===== config.mk =====
export PLATFORM = sky130hd
export DESIGN_NAME = line_pixel_iter
export DESIGN_NICKNAME = d
export VERILOG_FILES = /design/src/rtl/line_pixel_iter.sv
export SDC_FILE = /design/constraint.sdc
export NUM_CORES = 1
export LEC_CHECK = 0
export ABC_AREA = 0
export CAP_MARGIN = 20
export CORE_MARGIN = 5
export CORE_UTILIZATION = 55
export DETAILED_ROUTE_END_ITERATION = 16
export DONT_BUFFER_PORTS = 1
export PLACE_DENSITY_LB_ADDON = 0.15
export SLEW_MARGIN = 40
export SYNTH_ARGS = -nofsm -noshare
export SYNTH_HDL_FRONTEND = slang
export SYNTH_SLANG_ARGS = --single-unit

===== constraint.sdc =====
create_clock -name clk -period 4.3 [get_ports clk]
set_input_delay 1.29 -clock clk [delete_from_list [all_inputs] [get_ports clk]]
set_output_delay 1.29 -clock clk [all_outputs]
set_load 0.01 [all_outputs]

===== src/rtl/line_pixel_iter.sv =====
// Bresenham iteration stage: walks the major axis from x0 to x1 and emits one
// screen pixel per pix_valid/pix_ready handshake, un-swapping axes for steep lines.
module line_pixel_iter #(
  parameter int WIDTH = 13
) (
  input  logic             clk,
  input  logic             rst,
  input  logic             in_valid,
  output logic             in_ready,
  input  logic [WIDTH-1:0] x0,
  input  logic [WIDTH-1:0] x1,
  input  logic [WIDTH-1:0] y0,
  input  logic             steep,
  input  logic [WIDTH-1:0] deltax,
  input  logic [WIDTH-1:0] deltay,
  input  logic [WIDTH-1:0] ystep,
  output logic             pix_valid,
  input  logic             pix_ready,
  output logic [WIDTH-1:0] pix_x,
  output logic [WIDTH-1:0] pix_y,
  output logic             line_done,
  output logic             dbg_state_o
);

  // Handshakes: a transfer happens on a rising edge where valid and ready are
  // both high; valid never drops and its data never changes until that edge.

  typedef enum logic {
    IDLE = 1'b0,
    RUN  = 1'b1
  } state_t;

  state_t                  state_q;
  logic [WIDTH-1:0]        x_q, y_q, x_end_q, dx_q, dy_q, ystep_q;
  logic                    steep_q;
  logic signed [WIDTH:0]   err_q;
  logic                    in_ready_q, pix_valid_q, line_done_q;
  logic [WIDTH-1:0]        pix_x_q, pix_y_q;

  logic signed [WIDTH:0]   e_d, err_d;
  logic [WIDTH-1:0]        x_d, y_d;

  // Next major/minor step, used only when a pixel is accepted mid-line.
  always_comb begin
    e_d   = err_q - $signed({1'b0, dy_q});
    x_d   = x_q + WIDTH'(1);
    y_d   = y_q;
    err_d = e_d;
    if (e_d[WIDTH]) begin
      y_d   = y_q + ystep_q;
      err_d = e_d + $signed({1'b0, dx_q});
    end
  end

  always_ff @(posedge clk or posedge rst) begin
    if (rst) begin
      state_q     <= IDLE;
      x_q         <= '0;
      y_q         <= '0;
      x_end_q     <= '0;
      dx_q        <= '0;
      dy_q        <= '0;
      ystep_q     <= '0;
      steep_q     <= 1'b0;
      err_q       <= '0;
      in_ready_q  <= 1'b1;
      pix_valid_q <= 1'b0;
      line_done_q <= 1'b0;
      pix_x_q     <= '0;
      pix_y_q     <= '0;
    end else begin
      line_done_q <= 1'b0;
      case (state_q)
        IDLE: begin
          if (in_valid) begin
            x_q         <= x0;
            y_q         <= y0;
            x_end_q     <= x1;
            dx_q        <= deltax;
            dy_q        <= deltay;
            ystep_q     <= ystep;
            steep_q     <= steep;
            err_q       <= $signed({deltax[WIDTH-1], deltax}) >>> 1;
            state_q     <= RUN;
            in_ready_q  <= 1'b0;
            pix_valid_q <= 1'b1;
            pix_x_q     <= steep ? y0 : x0;
            pix_y_q     <= steep ? x0 : y0;
          end
        end
        RUN: begin
          if (pix_ready) begin
            if (x_q == x_end_q) begin
              state_q     <= IDLE;
              in_ready_q  <= 1'b1;
              pix_valid_q <= 1'b0;
              line_done_q <= 1'b1;
            end else begin
              x_q     <= x_d;
              y_q     <= y_d;
              err_q   <= err_d;
              pix_x_q <= steep_q ? y_d : x_d;
              pix_y_q <= steep_q ? x_d : y_d;
            end
          end
        end
        default: state_q <= IDLE;
      endcase
    end
  end

  assign in_ready    = in_ready_q;
  assign pix_valid   = pix_valid_q;
  assign pix_x       = pix_x_q;
  assign pix_y       = pix_y_q;
  assign line_done   = line_done_q;
  assign dbg_state_o = state_q;

endmodule


; Word level (Yosys, flattened, before mapping)
; Cells that the tools add are included.
[word_totals]
regBits = 123
input_bits = 83
output_inout_bits = 30
word_cells = 68
[classes]
addsub = 4
n_eq_ne = 5
mux = 41
bitwise_logic = 1
reduce_logical = 3
[op_table]
columns = operator, count
row1 = $mux W13, 17
row2 = $pmux W13 S2, 4
row3 = $mux W14, 4
row4 = $pmux W14 S2, 1
row5 = $add A14 B14 Y14, 1
row6 = $sub A14 B14 Y14, 1
row7 = $add A13 B1 Y13 const B, 1
row8 = $add A13 B13 Y13, 1
row9 = $eq A13 B13 Y1, 1
row10 = $mux W1, 12
row11 = $ne A2 B2 Y1 const B, 3
row12 = $pmux W1 S2, 3
row13 = $reduce_and A3 Y1, 2
row14 = $ne A2 B1 Y1 const B, 1
row15 = $reduce_and A2 Y1, 1
row16 = $not A1 Y1, 1

; Logic depth before layout (Yosys ltp)
[depth]
depth_word = 6
ltp_mapped = 18
depth_no_buf = 18

; Worst setup path before layout
; OpenSTA, ideal clock, no wires.
[synth_path]
path_type = register to register
start = register dy_q[0]
end = register err_q[13]
setup_ps = 65
arrival_time_ps = 3266
required_time_ps = 4235
setup_slack_ps = 969
stages_incl_launch_ff = 18
n_path_buf = 0
period_less_slack_ps = 3331
path_cell_list = dfrtp_1 -> ha_1 -> fa_1 -> nor2b_1 -> o31a_1 -> o21a_1 -> nor2_1 -> a21oi_1 -> xor2_1 -> ha_1 -> a21oi_1 -> nor2_1 -> a211oi_1 -> o41ai_1 -> a21o_1 -> a211o_1 -> a21oi_1 -> a211o_1
[synth_between]
elab_chain_len = 6
[synth_rtl]
columns = element, line
row1 = "start, declared", 34  ; logic [WIDTH-1:0] x_q, y_q, x_end_q, dx_q, dy_q, ystep_q;
row2 = "start signal, assigned", 80  ; dy_q <= deltay;
row3 = $sub A14 B14 Y14 (*), 45  ; e_d = err_q - $signed({1'b0, dy_q});
row4 = $add A14 B14 Y14, 51  ; err_d = e_d + $signed({1'b0, dx_q});
row5 = $mux W14 (*), 49  ; if (e_d[WIDTH]) begin
row6 = $mux W14 (*), 93  ; if (x_q == x_end_q) begin
row7 = $mux W14 (*), 92  ; if (pix_ready) begin
row8 = $pmux W14 S2 (*), 73  ; case (state_q)
row9 = "end signal, assigned", 83  ; err_q <= $signed({deltax[WIDTH-1], deltax}) >>> 1;
row10 = "end signal, assigned", 101  ; err_q <= err_d;
row11 = "end, declared", 36  ; logic signed [WIDTH:0] err_q;
; Every way passes the cells marked *; elsewhere a longest branch is shown, timed or not. The select of a mux whose other input is x is not followed.
; A chain may end at the register's enable or synchronous reset.

; Worst setup path in the final report
; Ends and elaborated chain as after synthesis.

==> impl_metrics.json <==
{
  "row_count": 44,
  "fin_nets": 1042,
  "grt_pass1_vias": 7039,
  "ys_seq_area_frac": 0.387,
  "dp_hpwl_mm": 16.0,
  "syn_inst": 936,
  "fin_crit_sh": 0.866,
  "max_freq_mhz": 269,
  "holdBufCountCts": 0,
  "p_per_area_mw_per_mm2": 823,
  "cts_root_buf": "clkbuf_16",
  "path_clk_slew_ps": 60,
  "cp-end-kind": "register",
  "syn_area_sq_mm": 0.00795,
  "grt_max_degree": 92,
  "drive_gt1_frac": 0.0678,
  "wl_met1_mm": 9.27,
  "dieArea_sq_mm": 0.0170,
  "antenna_found_initial": 0,
  "reg2reg_from": "dy_q[0]",
  "slew_headroom": 0.520,
  "rr_worst_depth": 17,
  "cts.path.max_buffers": 2,
  "grt_util_all_layers": 0.280,
  "max_stage_delay_ps": 420,
  "via_count": 7016,
  "yosysWarnings": 0,
  "crit_family": "compound AO/OA/AOI/OAI gates",
  "crit_required_ps": 4660,
  "timing.rr.end": "err_q[13]",
  "grt_pass1_wl_mm": 36.9,
  "cts_buffers": 17,
  "crit_path_cell_trace": "ha_1, fa_1, nor2b_1, o31a_1, o21a_1, nor2_1, a21oi_1, xor2_1, ha_1, a21oi_1, nor2_1, a211oi_1, o41ai_1, a21o_1, a211o_1, a21oi_1, a211o_1",
  "place_congestion": 0.908,
  "io_pins": 113,
  "cts-resized-gates": 0,
  "critPathMaxFanout": 4,
  "fin_skew_ps": 10.4,
  "finalSetupTns_ps": 0,
  "insertion_delay_ps": 430,
  "slowest_stage": "fa_1",
  "wl_per_cell_microns": 20.6,
  "cp.arrival_ps": 4080,
  "wl_met2_mm": 10.9,
  "synth_area_per_cell_sq_um": 8.50,
  "synth_edf_count": 0,
  "worstHoldStart": "dx_q[12]",
  "hold_viol_final": 0,
  "cp_num_buf_inv": 0,
  "rsz0062_at_grt": "no",
  "worst_pin_slew_ps": 720,
  "drtIter0Drc": 578,
  "initial_core_util": 0.553,
  "diodes": 0,
  "min_period_ps": 3720,
  "whs_path_depth": 1,
  "ys_seq_elements": 123,
  "overflow": 0,
  "core_region_area_sq_mm": 0.0144,
  "clock-sinks": 123,
  "crit_type": "register to register",
  "synthFlopType": "dfrtp_1",
  "fp.dieW_microns": 130,
  "area_delta_synth_final_pct": 9.82,
  "ys_types": 69,
  "synth_nets": 1062,
  "reg2reg_setup_slack_ps": 580,
  "avgViaCountPerCell": 6.30,
  "drv_slew": 0,
  "htree_num_levels": 4,
  "fin_cells": 1113,
  "routed_wl_mm": 22.9,
  "min_path_type": "register to register",
  "cts_tree": "done",
  "cts_setup_buffers": 0,
  "crit_cells": 17,
  "drc": 0,
  "outcome": "completed",
  "port_buffers": 0,
  "critPathMostFrequentCell": "a21oi_1",
  "setup_viol": 0,
  "ir_drop_v": 0.000391,
  "ant_nets": 0,
  "synthArstFlopShare": 1.00,
  "max_cap_viol_count": 0,
  "wl_met3_mm": 2.01,
  "top_layer": "met4",
  "dr.pass1.iters": 8,
  "fp.dieH_microns": 130,
  "p_leak_nw": 4.02,
  "worstHoldEndpoint": "dx_q[12]",
  "critPathLaunchType": "register",
  "dp.cells": 1080
}
-- Yosys cell counts, types with 9 or more instances --
master,n,area (sq um)
nand2_1,178,668
dfrtp_1,122,3050
a21oi_1,76,380
nor2_1,67,251
o21ai_0,63,315
mux2i_1,41,410
ha_1,40,500
clkbuf_1,39,146
xnor2_1,37,324
inv_1,29,109
nand3_1,26,130
o22ai_1,21,131
nor3_1,13,65.1
xor2_1,13,114
o221ai_1,11,96.3
a21o_1,10,75.1
o21a_1,10,75.1
or3_1,9,56.3
-- layout by cell type, fill, tap and decap left out, types with 7 or more instances in the layout --
cell,count
nor2_1,66
inv_1,28
a221oi_1,8
o21ai_0,63
o211ai_1,7
ha_1,40
a21o_1,10
nand2_1,177
xnor2_1,37
clkbuf_16,17
or3_1,9
a31oi_1,8
and3_1,7
o22ai_1,21
mux2i_1,41
buf_4,9
nand4_1,7
o21a_1,10
o221ai_1,11
o31ai_1,7
dfrtp_1,121
a21oi_1,76
a211oi_1,8
xor2_1,13
nor3_1,13
nand3_1,26
-- where the power goes --
| part | switching [mW] | internal (mW) | leakage, nW |
|---|---|---|---|
| sequential | 0.437 | 1.52 | 1.50 |
| clock | 0.583 | 0.980 | 0.305 |
| combinational | 2.10 | 1.57 | 2.22 |
| total | 3.12 | 4.07 | 4.02 |
-- stage by stage --
stage	setup slack [ps]	total power, mW	hold slack (ps)	util	area (sq um)
2_1_floorplan	969	4.82	450	-	7960
3_3_place_gp	742	5.45	472	0.562	8070
3_5_place_dp	648	5.56	473	0.562	8070
4_1_cts	589	7.16	486	0.606	8710
5_1_grt	180	7.72	499	0.608	8730
6_report	578	7.19	486	0.608	8730
-- layer usage --
layer  vias to the layer above  track usage
met2                       282        0.451
met1                      3408        0.347
li1                       3281            -
met4                         0        0.116
met5                         -            0
met3                        45       0.0946
-- how the worst max path moves through the flow --
stage / start / endpoint
4_1_cts: dy_q[0] / err_q[13]
6_report: dy_q[0] / err_q[13]
2_1_floorplan: dy_q[0] / err_q[13]
5_1_grt: dy_q[0] / err_q[13]
3_5_place_dp: dy_q[0] / err_q[13]
3_3_place_gp: dy_q[0] / err_q[13]
-- cell type report --
cell class	instances	area [sq um]
clock buffers	17	425
clock inverters	15	210
fillers	1250	5640
inverters	30	116
multi-input cells	732	4550
flip-flops and latches	123	3080
well taps	184	230
repair buffers	12	119
-- logic make-up after synthesis --
family | Yosys count | share of synthesized area
buffers and inverters | 81 | 0.0420
AOI/OAI and AO/OA | 262 | 0.207
and+or+nand+nor | 333 | 0.182
muxes | 44 | 0.0559
DFF | 123 | 0.387
xor gates and xnor gates | 50 | 0.0551
adders and majority gates | 43 | 0.0705
-- state kept, by name, indices dropped and copies added (netlist names) --
name         cells
err_q           14
dx_q            13
dy_q            13
pix_x           13
pix_y           13
x_end_q         13
x_q             13
y_q             13
ystep_q         13
dbg_state_o      1
in_ready         1
line_done        1
pix_valid        1
steep_q          1
(Power assumes the default switching activity.)
